### config.mk
export PLATFORM = sky130hd
export DESIGN_NAME = reg_dump_reader
export DESIGN_NICKNAME = d
export VERILOG_FILES = /design/src/rtl/reg_dump_reader.sv
export SDC_FILE = /design/constraint.sdc
export NUM_CORES = 1
export LEC_CHECK = 0
export ABC_AREA = 0
export CAP_MARGIN = 5
export CORE_MARGIN = 8
export CORE_UTILIZATION = 44
export DETAILED_ROUTE_END_ITERATION = 10
export GPL_TIMING_DRIVEN = 0
export MAX_ROUTING_LAYER = met4
export PLACE_DENSITY = 0.8
export SLEW_MARGIN = 20
export SYNTH_ARGS = -nofsm -noshare
export SYNTH_HDL_FRONTEND = slang
export SYNTH_SLANG_ARGS = --single-unit
### constraint.sdc
create_clock -name i_clk -period 1.95 [get_ports i_clk]
set_input_delay 0.39 -clock i_clk [delete_from_list [all_inputs] [get_ports i_clk]]
set_output_delay 0.39 -clock i_clk [all_outputs]
set_load 0.01 [all_outputs]
### src/rtl/reg_dump_reader.sv
// Sequential dump reader: walks R0..R(NUM_REGS-1) through a combinational read
// port and streams {index, data} words on a valid/ready interface.
module reg_dump_reader #(
  parameter int NUM_REGS = 8,
  parameter int DATA_W   = 16,
  parameter int ADDR_W   = 3
) (
  input  logic              i_clk,
  input  logic              i_rst,
  input  logic              i_start,
  input  logic              i_abort,
  output logic [ADDR_W-1:0] o_rd_addr,
  input  logic [DATA_W-1:0] i_rd_data,
  output logic              o_out_valid,
  input  logic              i_out_ready,
  output logic [DATA_W-1:0] o_out_data,
  output logic [ADDR_W-1:0] o_out_index,
  output logic              o_busy,
  output logic              o_done
);

  localparam logic [ADDR_W-1:0] LAST_IDX = ADDR_W'(NUM_REGS - 1);

  typedef enum logic [1:0] {
    S_IDLE,
    S_SETUP,
    S_SEND,
    S_DONE
  } state_t;

  state_t            r_state, w_state_nxt;
  logic [ADDR_W-1:0] r_idx, w_idx_nxt;
  logic [ADDR_W-1:0] r_rd_addr, w_rd_addr_nxt;
  logic [DATA_W-1:0] r_out_data, w_out_data_nxt;
  logic [ADDR_W-1:0] r_out_index, w_out_index_nxt;
  logic              r_out_valid, w_out_valid_nxt;
  logic              r_busy, r_done;
  logic              w_busy_nxt, w_done_nxt;

  always_ff @(posedge i_clk or posedge i_rst) begin
    if (i_rst) begin
      r_state     <= S_IDLE;
      r_idx       <= '0;
      r_rd_addr   <= '0;
      r_out_data  <= '0;
      r_out_index <= '0;
      r_out_valid <= 1'b0;
      r_busy      <= 1'b0;
      r_done      <= 1'b0;
    end else begin
      r_state     <= w_state_nxt;
      r_idx       <= w_idx_nxt;
      r_rd_addr   <= w_rd_addr_nxt;
      r_out_data  <= w_out_data_nxt;
      r_out_index <= w_out_index_nxt;
      r_out_valid <= w_out_valid_nxt;
      r_busy      <= w_busy_nxt;
      r_done      <= w_done_nxt;
    end
  end

  always_comb begin
    w_state_nxt     = r_state;
    w_idx_nxt       = r_idx;
    w_rd_addr_nxt   = r_rd_addr;
    w_out_data_nxt  = r_out_data;
    w_out_index_nxt = r_out_index;
    w_out_valid_nxt = r_out_valid;
    case (r_state)
      S_IDLE: begin
        if (i_start) begin
          w_idx_nxt     = '0;
          w_rd_addr_nxt = '0;
          w_state_nxt   = S_SETUP;
        end
      end
      S_SETUP: begin
        if (i_abort) begin
          w_state_nxt     = S_IDLE;
          w_out_valid_nxt = 1'b0;
          w_rd_addr_nxt   = '0;
        end else begin
          w_out_data_nxt  = i_rd_data;
          w_out_index_nxt = r_idx;
          w_out_valid_nxt = 1'b1;
          w_state_nxt     = S_SEND;
        end
      end
      S_SEND: begin
        // abort wins over a same-cycle handshake; that word is dropped
        if (i_abort) begin
          w_state_nxt     = S_IDLE;
          w_out_valid_nxt = 1'b0;
          w_rd_addr_nxt   = '0;
        end else if (i_out_ready) begin
          w_out_valid_nxt = 1'b0;
          if (r_idx == LAST_IDX) begin
            w_state_nxt = S_DONE;
          end else begin
            w_idx_nxt     = r_idx + ADDR_W'(1);
            w_rd_addr_nxt = r_idx + ADDR_W'(1);
            w_state_nxt   = S_SETUP;
          end
        end
      end
      default: begin
        w_state_nxt   = S_IDLE;
        w_rd_addr_nxt = '0;
      end
    endcase
    w_busy_nxt = (w_state_nxt != S_IDLE);
    w_done_nxt = (w_state_nxt == S_DONE);
  end

  assign o_rd_addr   = r_rd_addr;
  assign o_out_data  = r_out_data;
  assign o_out_index = r_out_index;
  assign o_out_valid = r_out_valid;
  assign o_busy      = r_busy;
  assign o_done      = r_done;

endmodule

# == Word level (Yosys, flattened, before mapping) ==
# Cells that the tools add are included.
# word_totals
in_bits,21
reg_bits,30
output_inout_bits,25
elab_cells,47
# classes
mux,18
reduce_logical,8
n_eq_ne,11
n_bitwise,1
addsub,1
# op_table
op,n
2-to-1 mux 3 bit,6
2-to-1 mux 2 bit,5
"!= test 2 bit, second input constant",5
case mux 3 bit (3 select lines),1
"!= test 3 bit, second input constant",2
case mux 2 bit (3 select lines),1
case mux 3 bit (2 select lines),1
nonzero test 2 bit,3
AND reduction 5 bit,1
"equality test 2 bit, second input constant",2
AND reduction 2 bit,2
AND reduction 4 bit,1
"adder 3 x 1 -> 3 bit, second input constant",1
"equality test 3 bit, second input constant",1
2-to-1 mux 1 bit,3
"equality test 2 x 1 -> 1 bit, second input constant",1
logical NOT 2 bit,1
case mux 1 bit (2 select lines),1
inverter 1 bit,1

# == Longest topological paths before layout ==
# Gate-level depths: netlist of the first run.
# depth
depth_word,6
mapped_depth,6
ltp_nobuf,5

# == Least setup slack after synthesis of the first run ==
# Ideal clock, no wire load.
# synth_path
path_type,register to register
start,register r_state[1]
end,"register r_out_data[0], in the netlist o_out_data[0]"
setup_time_ns,0.125
n_path_buf,3
setup_slack_ns,0.528
t_required_ns,1.825
period_less_slack_ns,1.422
arrival_time_ns,1.297
stages_incl_launch_ff,7
cell_sequence,dfrtp_1 -> buf_6 -> nor2b_4 -> nor2b_4 -> buf_6 -> buf_12 -> mux2_4
# synth_via
elab_chain_cells,2
# synth_lines
item,line,source
from (decl),31,"state_t r_state, w_state_nxt;"
from (signal assigned),51,r_state <= w_state_nxt;
equality test 2 x 1 -> 1 bit,69,case (r_state)
AND reduction 2 bit (no source line),--,
to (signal assigned),54,r_out_data <= w_out_data_nxt;
to (decl),34,"logic [DATA_W-1:0] r_out_data, w_out_data_nxt;"
# No other way between the ends.
# A chain may end at the register's enable or synchronous reset.

# == Worst setup path after layout of the first run ==
# layout_path
start,"register r_out_index[2], in the netlist o_out_index[2]"
end,output o_out_index[2]
# layout_lines
item,line,source
from (decl),35,"logic [ADDR_W-1:0] r_out_index, w_out_index_nxt;"
from (signal assigned),55,r_out_index <= w_out_index_nxt;
to (decl),17,"output logic [ADDR_W-1:0] o_out_index,"
# No word-level cell between the ends.

==> results.md, run 1 <==
- Via/cell ratio: 5.023
- Boundary Pins: 46
- Vias in the first global route: 1006
- Slowest library cell on the worst path: clkdlybuf4s50_1
- Hold buffers post-CTS: 0
- Post-CTS setup buffers: 0
- WS Path Type: flip-flop to output port
- Worst path depth: 1
- Worst relative slew slack: 59.88%
- Critical Path Source: o_out_index[2]$_DFFE_PP0P_
- Starting Density: 44.92%
- Pleak: 0.8258 nW
- Layout cells sized above 1: 27.08%
- YS warnings: 0
- Number of synthesized flops with an enable pin: 0
- Most common cell in the netlist: dfrtp_1
- Status: completed
- Routability cong.: 0.8380
- CTS tree: built
- Largest net degree at the start of global routing: 31
- Reg area: 750.7 um^2
- CTS buffer count: 5
- Post-synth top cells: dfrtp_1, mux2_2, mux2_4
- Clk slew on worst S/H paths: 90 ps
- Max H-tree Level: 2
- DP HPWL: 2186 um
- Post-Place Cells: 169
- R2R depth: 5
- Async SR Flop Fraction: 100.0%
- VDD IR max: 550.1 uV
- Die X: 70.90 um
- Pwr Density: 1010 nW/um^2
- Crit end category: output port
- Maximum net fanout on the critical path: 2
- Endpoints failing setup: 0
- CP cell instances: clkdlybuf4s50_1
- Yosys reg bits: 30
- WL final: 2856 um
- RSZ-0062 raised after global routing: no
- Clock skew: 7.120 ps
- Initial DRC Count: 42
- Worst EP arrival: 1240 ps
- RR Startpoint: r_idx[0]$_DFFE_PP0P_
- Critical path buffers and inverters: 1
- Total clock sinks: 30
- Final number of max-transition violations: 0
- Final cell count without fillers: 177
- Clock root buffer: clkbuf_4
- Most used DFF post-synth: dfrtp_1
- Syn Nets: 114
- Core Area: 2953 um^2
- Total number of vias: 889
- First-pass GRT wire length: 4754 um
- Post-layout nets: 166
- Critical Path RT: 1560 ps
- Distinct cells, synth: 27
- Antenna violations before repair: 0
- First-pass DRT Iterations: 4
- Hold slack: 441.3 ps
- Post-Syn Area per Cell: 14.57 um^2
- WL per Instance: 16.14 um
- Crit path largest cell delay: 560 ps
- Resized Gates After CTS: 0
- Seq/Total Area, Yosys: 56.60%
- Synth area leader: dfrtp_1
- Port bufs: 45
- GR Util All Layers: 12.48%
- Mapped Area: 1326 um^2
- Worst skew pair latency: 330 ps
- GR Overflow Total: 0
- CP delay by family, top: buffers and inverters
- Max Cap Violations: 0
- Period utilisation layout: 83.83%
- Die ar.: 5027 um^2
- Residual DRC: 0
- Hold crit path type: input port to asynchronous set/reset pin
- CP startpoint kind: flip-flop
- Row count: 20
- Multi-input logic area: 514.2 um^2
- Syn-to-layout area delta: 41.60%
- Tmin final: 1635 ps
- Filler cells: 240
- Top cells by area, synth: dfrtp_1, mux2_4, mux2_2, buf_6, nor2b_4
- Clock Path Buffers: 2
- Post-synthesis instance total: 91
- Total power: 1.897 mW
- Die Y: 70.90 um
- Antenna cells: 0
- Final hold violation count: 0
- Share of the synthesized area in the top cell type: 56.60%
- Achievable Freq: 611.8 MHz
- Worst-margin pin slew: 600.9 ps
- Antenna-violating nets left: 0
- Setup TNS Final: 0 ps
## layout make-up
cell class / count / share of cell area [%]
Buffer: 4 / 2.865
Clock buffer: 7 / 2.931
Clock inverter: 1 / 0.2665
Inverter: 2 / 0.3997
Multi-Input combinational cell: 55 / 27.38
Sequential cell: 30 / 39.97
Tap cell: 33 / 2.199
Timing Repair Buffer: 45 / 23.98
## cells by family after synthesis
family                   synth area share, %
flip-flops                             56.60
multiplexers                           19.81
AND/OR/NAND/NOR                        9.718
AO/OA/AOI/OAI                          6.698
buffers and inverters                  4.623
adder cells (fa/ha/maj)                1.886
XOR/XNOR                              0.6605
## per-stage QoR
stage	setup WS, ps	utilization [%]	instance area [um^2]
2_1_floorplan	528.0	-	1326
3_3_place_gp	77.43	61.57	1818
3_5_place_dp	36.18	61.57	1818
4_1_cts	275.9	63.60	1878
5_1_grt	240.3	63.60	1878
6_report	315.4	63.60	1878
## report_power, final
group	leakage [nW]	switching, mW	internal (mW)	total, mW
registers	0.377	0.0734	0.763	0.837
clock network	0.0353	0.205	0.174	0.379
logic	0.413	0.237	0.444	0.681
total	0.826	0.515	1.38	1.90
## metal layers
metal / track usage, % / share of wire (%)
met2: 20.49 / 51
met5: - / 0
met1: 13.30 / 42
met4: 5.543 / 1.3
met3: 4.379 / 5.8
## final timing paths
path                                               to  slack, ps
min in group i_clk           o_rd_addr[2]$_DFFE_PP0P_        510
setup / recovery                       o_out_index[2]        320
hold / removal             o_out_data[13]$_DFFE_PP0P_        440
setup reg to reg             o_rd_addr[1]$_DFFE_PP0P_        400
max in group asynchronous        r_state[0]$_DFF_PP0_       1110
hold reg to reg              o_rd_addr[2]$_DFFE_PP0P_        510
## cell usage in the layout, fill, tap and decap left out, types with 2 or more instances in the layout
cell	count
buf_6	3
clkbuf_4	5
ha_1	2
mux2_4	10
clkdlybuf4s50_1	45
nand2_1	6
dfrtp_1	30
a22o_1	2
nand2b_1	2
mux2_2	10
nor2b_4	2
o22ai_1	2
a21oi_1	3
o21ai_0	3
## state kept, by name (all words and copies together) (netlist names)
signal,flops
o_busy,1
o_out_index,3
o_out_valid,1
o_rd_addr,3
r_state,2
r_idx,3
o_out_data,16
o_done,1
Power figures use the tool's default switching activity.
==> inputs of run 2 (changes only) <==
--- a/config.mk
+++ b/config.mk
@@ -8,11 +8,11 @@
 export ABC_AREA = 0
 export CAP_MARGIN = 5
 export CORE_MARGIN = 8
-export CORE_UTILIZATION = 44
+export CORE_UTILIZATION = 40
 export DETAILED_ROUTE_END_ITERATION = 10
 export GPL_TIMING_DRIVEN = 0
 export MAX_ROUTING_LAYER = met4
-export PLACE_DENSITY = 0.8
+export PLACE_DENSITY = 0.77
 export SLEW_MARGIN = 20
 export SYNTH_ARGS = -nofsm -noshare
 export SYNTH_HDL_FRONTEND = slang
==> constraint.sdc (replaced) <==
create_clock -name i_clk -period 1.4 [get_ports i_clk]
set_input_delay 0.28 -clock i_clk [delete_from_list [all_inputs] [get_ports i_clk]]
set_output_delay 0.28 -clock i_clk [all_outputs]
set_load 0.01 [all_outputs]
==> results.md, run 2 (same netlist as run 1, synthesis figures left out) <==
- Worst EP arrival: 1700 ps
- Tmin final: 1485 ps
- Largest net degree at the start of global routing: 31
- CP cell instances: buf_6 > nor2b_4 > nor2b_4 > buf_8 > clkbuf_16 > mux2_4
- Clock root buffer: clkbuf_4
- Critical Path RT: 1620 ps
- Worst relative slew slack: 59.85%
- Worst skew pair latency: 340 ps
- RSZ-0062 raised after global routing: yes
- GR Util All Layers: 11.79%
- Crit path largest cell delay: 390 ps
- GR Overflow Total: 0
- Row count: 21
- Met3 usage: 3.683%
- Final hold violation count: 0
- Residual DRC: 0
- Die Y: 73.58 um
- Post-route setup slack: -85.45 ps
- Filler cells: 269
- Boundary Pins: 46
- Period utilisation layout: 106.1%
- Worst-margin pin slew: 601.4 ps
- GR peak layer: met2
- VDD IR max: 548.1 uV
- CP startpoint kind: flip-flop
- Max H-tree Level: 2
- Routability cong.: 0.7005
- Slowest library cell on the worst path: dfrtp_1
- GR Util met1: 13.11%
- Syn-to-layout area delta: 56.70%
- First-pass GRT wire length: 4671 um
- Core Area: 3258 um^2
- Final number of max-transition violations: 0
- Clock skew: 19.59 ps
- Final Cell Area: 2078 um^2
- Util after Layout: 63.79%
- Initial DRC Count: 34
- First-pass DRT Iterations: 4
- DP Area: 1837 um^2
- WS Path Type: flip-flop to flip-flop
- CTS buffer count: 5
- Hold crit path type: input port to asynchronous set/reset pin
- Crit end category: flip-flop
- Vias in the first global route: 974
- Total clock sinks: 30
- Met2 Use GR: 17.72%
- Total number of vias: 965
- WL per Instance: 15.89 um
- Port bufs: 45
- Starting Density: 40.71%
- Commonest non-fill, non-tap cell in the layout: dfrtp_1
- Layout cells sized above 1: 35.90%
- Pleak: 0.9994 nW
- Antenna violations before repair: 0
- Via/cell ratio: 4.777
- Max reg flops: 16
- Most frequent cells in the layout: dfrtp_1, dlygate4sd2_1, clkdlybuf4s50_1
- R2R depth: 6
- Post-layout nets: 178
- Die X: 73.58 um
- DP HPWL: 2121 um
- CTS tree: built
- Status: finished with violations
- Antenna-violating nets left: 0
- Pwr Density: 1327 nW/um^2
- WL final: 3209 um
- Endpoints failing setup: 18
- Clk slew on worst S/H paths: 110 ps
- Die ar.: 5414 um^2
- Maximum net fanout on the critical path: 8
- Failing checks: negative setup slack
- Most common cell on crit path: nor2b_4
- Antenna cells: 0
- Achievable Freq: 673.2 MHz
- Max Cap Violations: 0
- Clock Path Buffers: 2
run 2: changes by cell type in the layout (fill, tap and decap cells not counted), moves of 8 or more:
cell | before | now
mux2_4 | 10 | 18
mux2_2 | 10 | 2
dlygate4sd2_1 | 0 | 26
buf_4 | 0 | 9
clkdlybuf4s50_1 | 45 | 19
run 2: per-layer routing:
metal / vias to the layer above / wire, um
met5: - / 0
met4: 0 / 95
met2: 40 / 1459
li1: 450 / -
met3: 10 / 234
met1: 465 / 1419
run 2: worst paths after layout:
check | startpoint | endpoint | slack [ps]
worst min register to register | o_out_data[1]$_DFFE_PP0P_ | o_out_data[1]$_DFFE_PP0P_ | 510
max in group asynchronous | i_rst | o_rd_addr[0]$_DFFE_PP0P_ | 660
min in group i_clk | i_abort | r_state[1]$_DFF_PP0_ | 440
worst min-delay path | i_rst | r_state[0]$_DFF_PP0_ | 330
worst max register to register | r_state[1]$_DFF_PP0_ | o_out_data[7]$_DFFE_PP0P_ | -90
worst max-delay path | r_state[1]$_DFF_PP0_ | o_out_data[7]$_DFFE_PP0P_ | -90
run 2: metrics by stage:
step           hold slack, ps  setup WS [ps]  total power, mW  TNS, ps  cells
2_1_floorplan           346.4         -21.97            1.630   -219.7     91
3_3_place_gp            489.1         -377.6            2.120   -13440    182
3_5_place_dp            493.0         -389.0            2.145   -15160    182
4_1_cts                 439.3         -75.91            2.715    -1108    197
5_1_grt                 403.8         -98.91            2.892    -1679    202
6_report                326.1         -85.45            2.758    -1390    202
run 2: power by group:
group          internal, mW  total (mW)  switching [mW]  leakage (nW)
combinational         0.594       0.963           0.369         0.578
sequential             1.06        1.16          0.0932         0.377
clock                 0.343       0.639           0.296        0.0446
run 2: critical path: cells and delay by family, from the launching register on:
| kind | cells | cell delay (ps) |
|---|---|---|
| buffers and inverters | 3 | 420 |
| flip-flops | 1 | 390 |
| multiplexers | 1 | 290 |
| AND/OR/NAND/NOR | 2 | 260 |
run 2: layout make-up:
class	instances	area (um^2)	share of cell area, %
clock buffer	8	78.83	3.793
sequential	30	750.7	36.12
buffer	4	57.56	2.769
tap	46	57.56	2.769
multi-input combinational	55	584.3	28.12
inverter	2	7.507	0.3612
timing repair buffer	57	541.8	26.07
run 2: what timing repair did:
item                                    in CTS  in global routing
buffers inserted                             7                  4
cloned                                       0                  1
pin swaps                                    0                  1
endpoints found under the setup margin      50                 24
hold buffers                                 0                  0
gates resized for setup                     34                 10
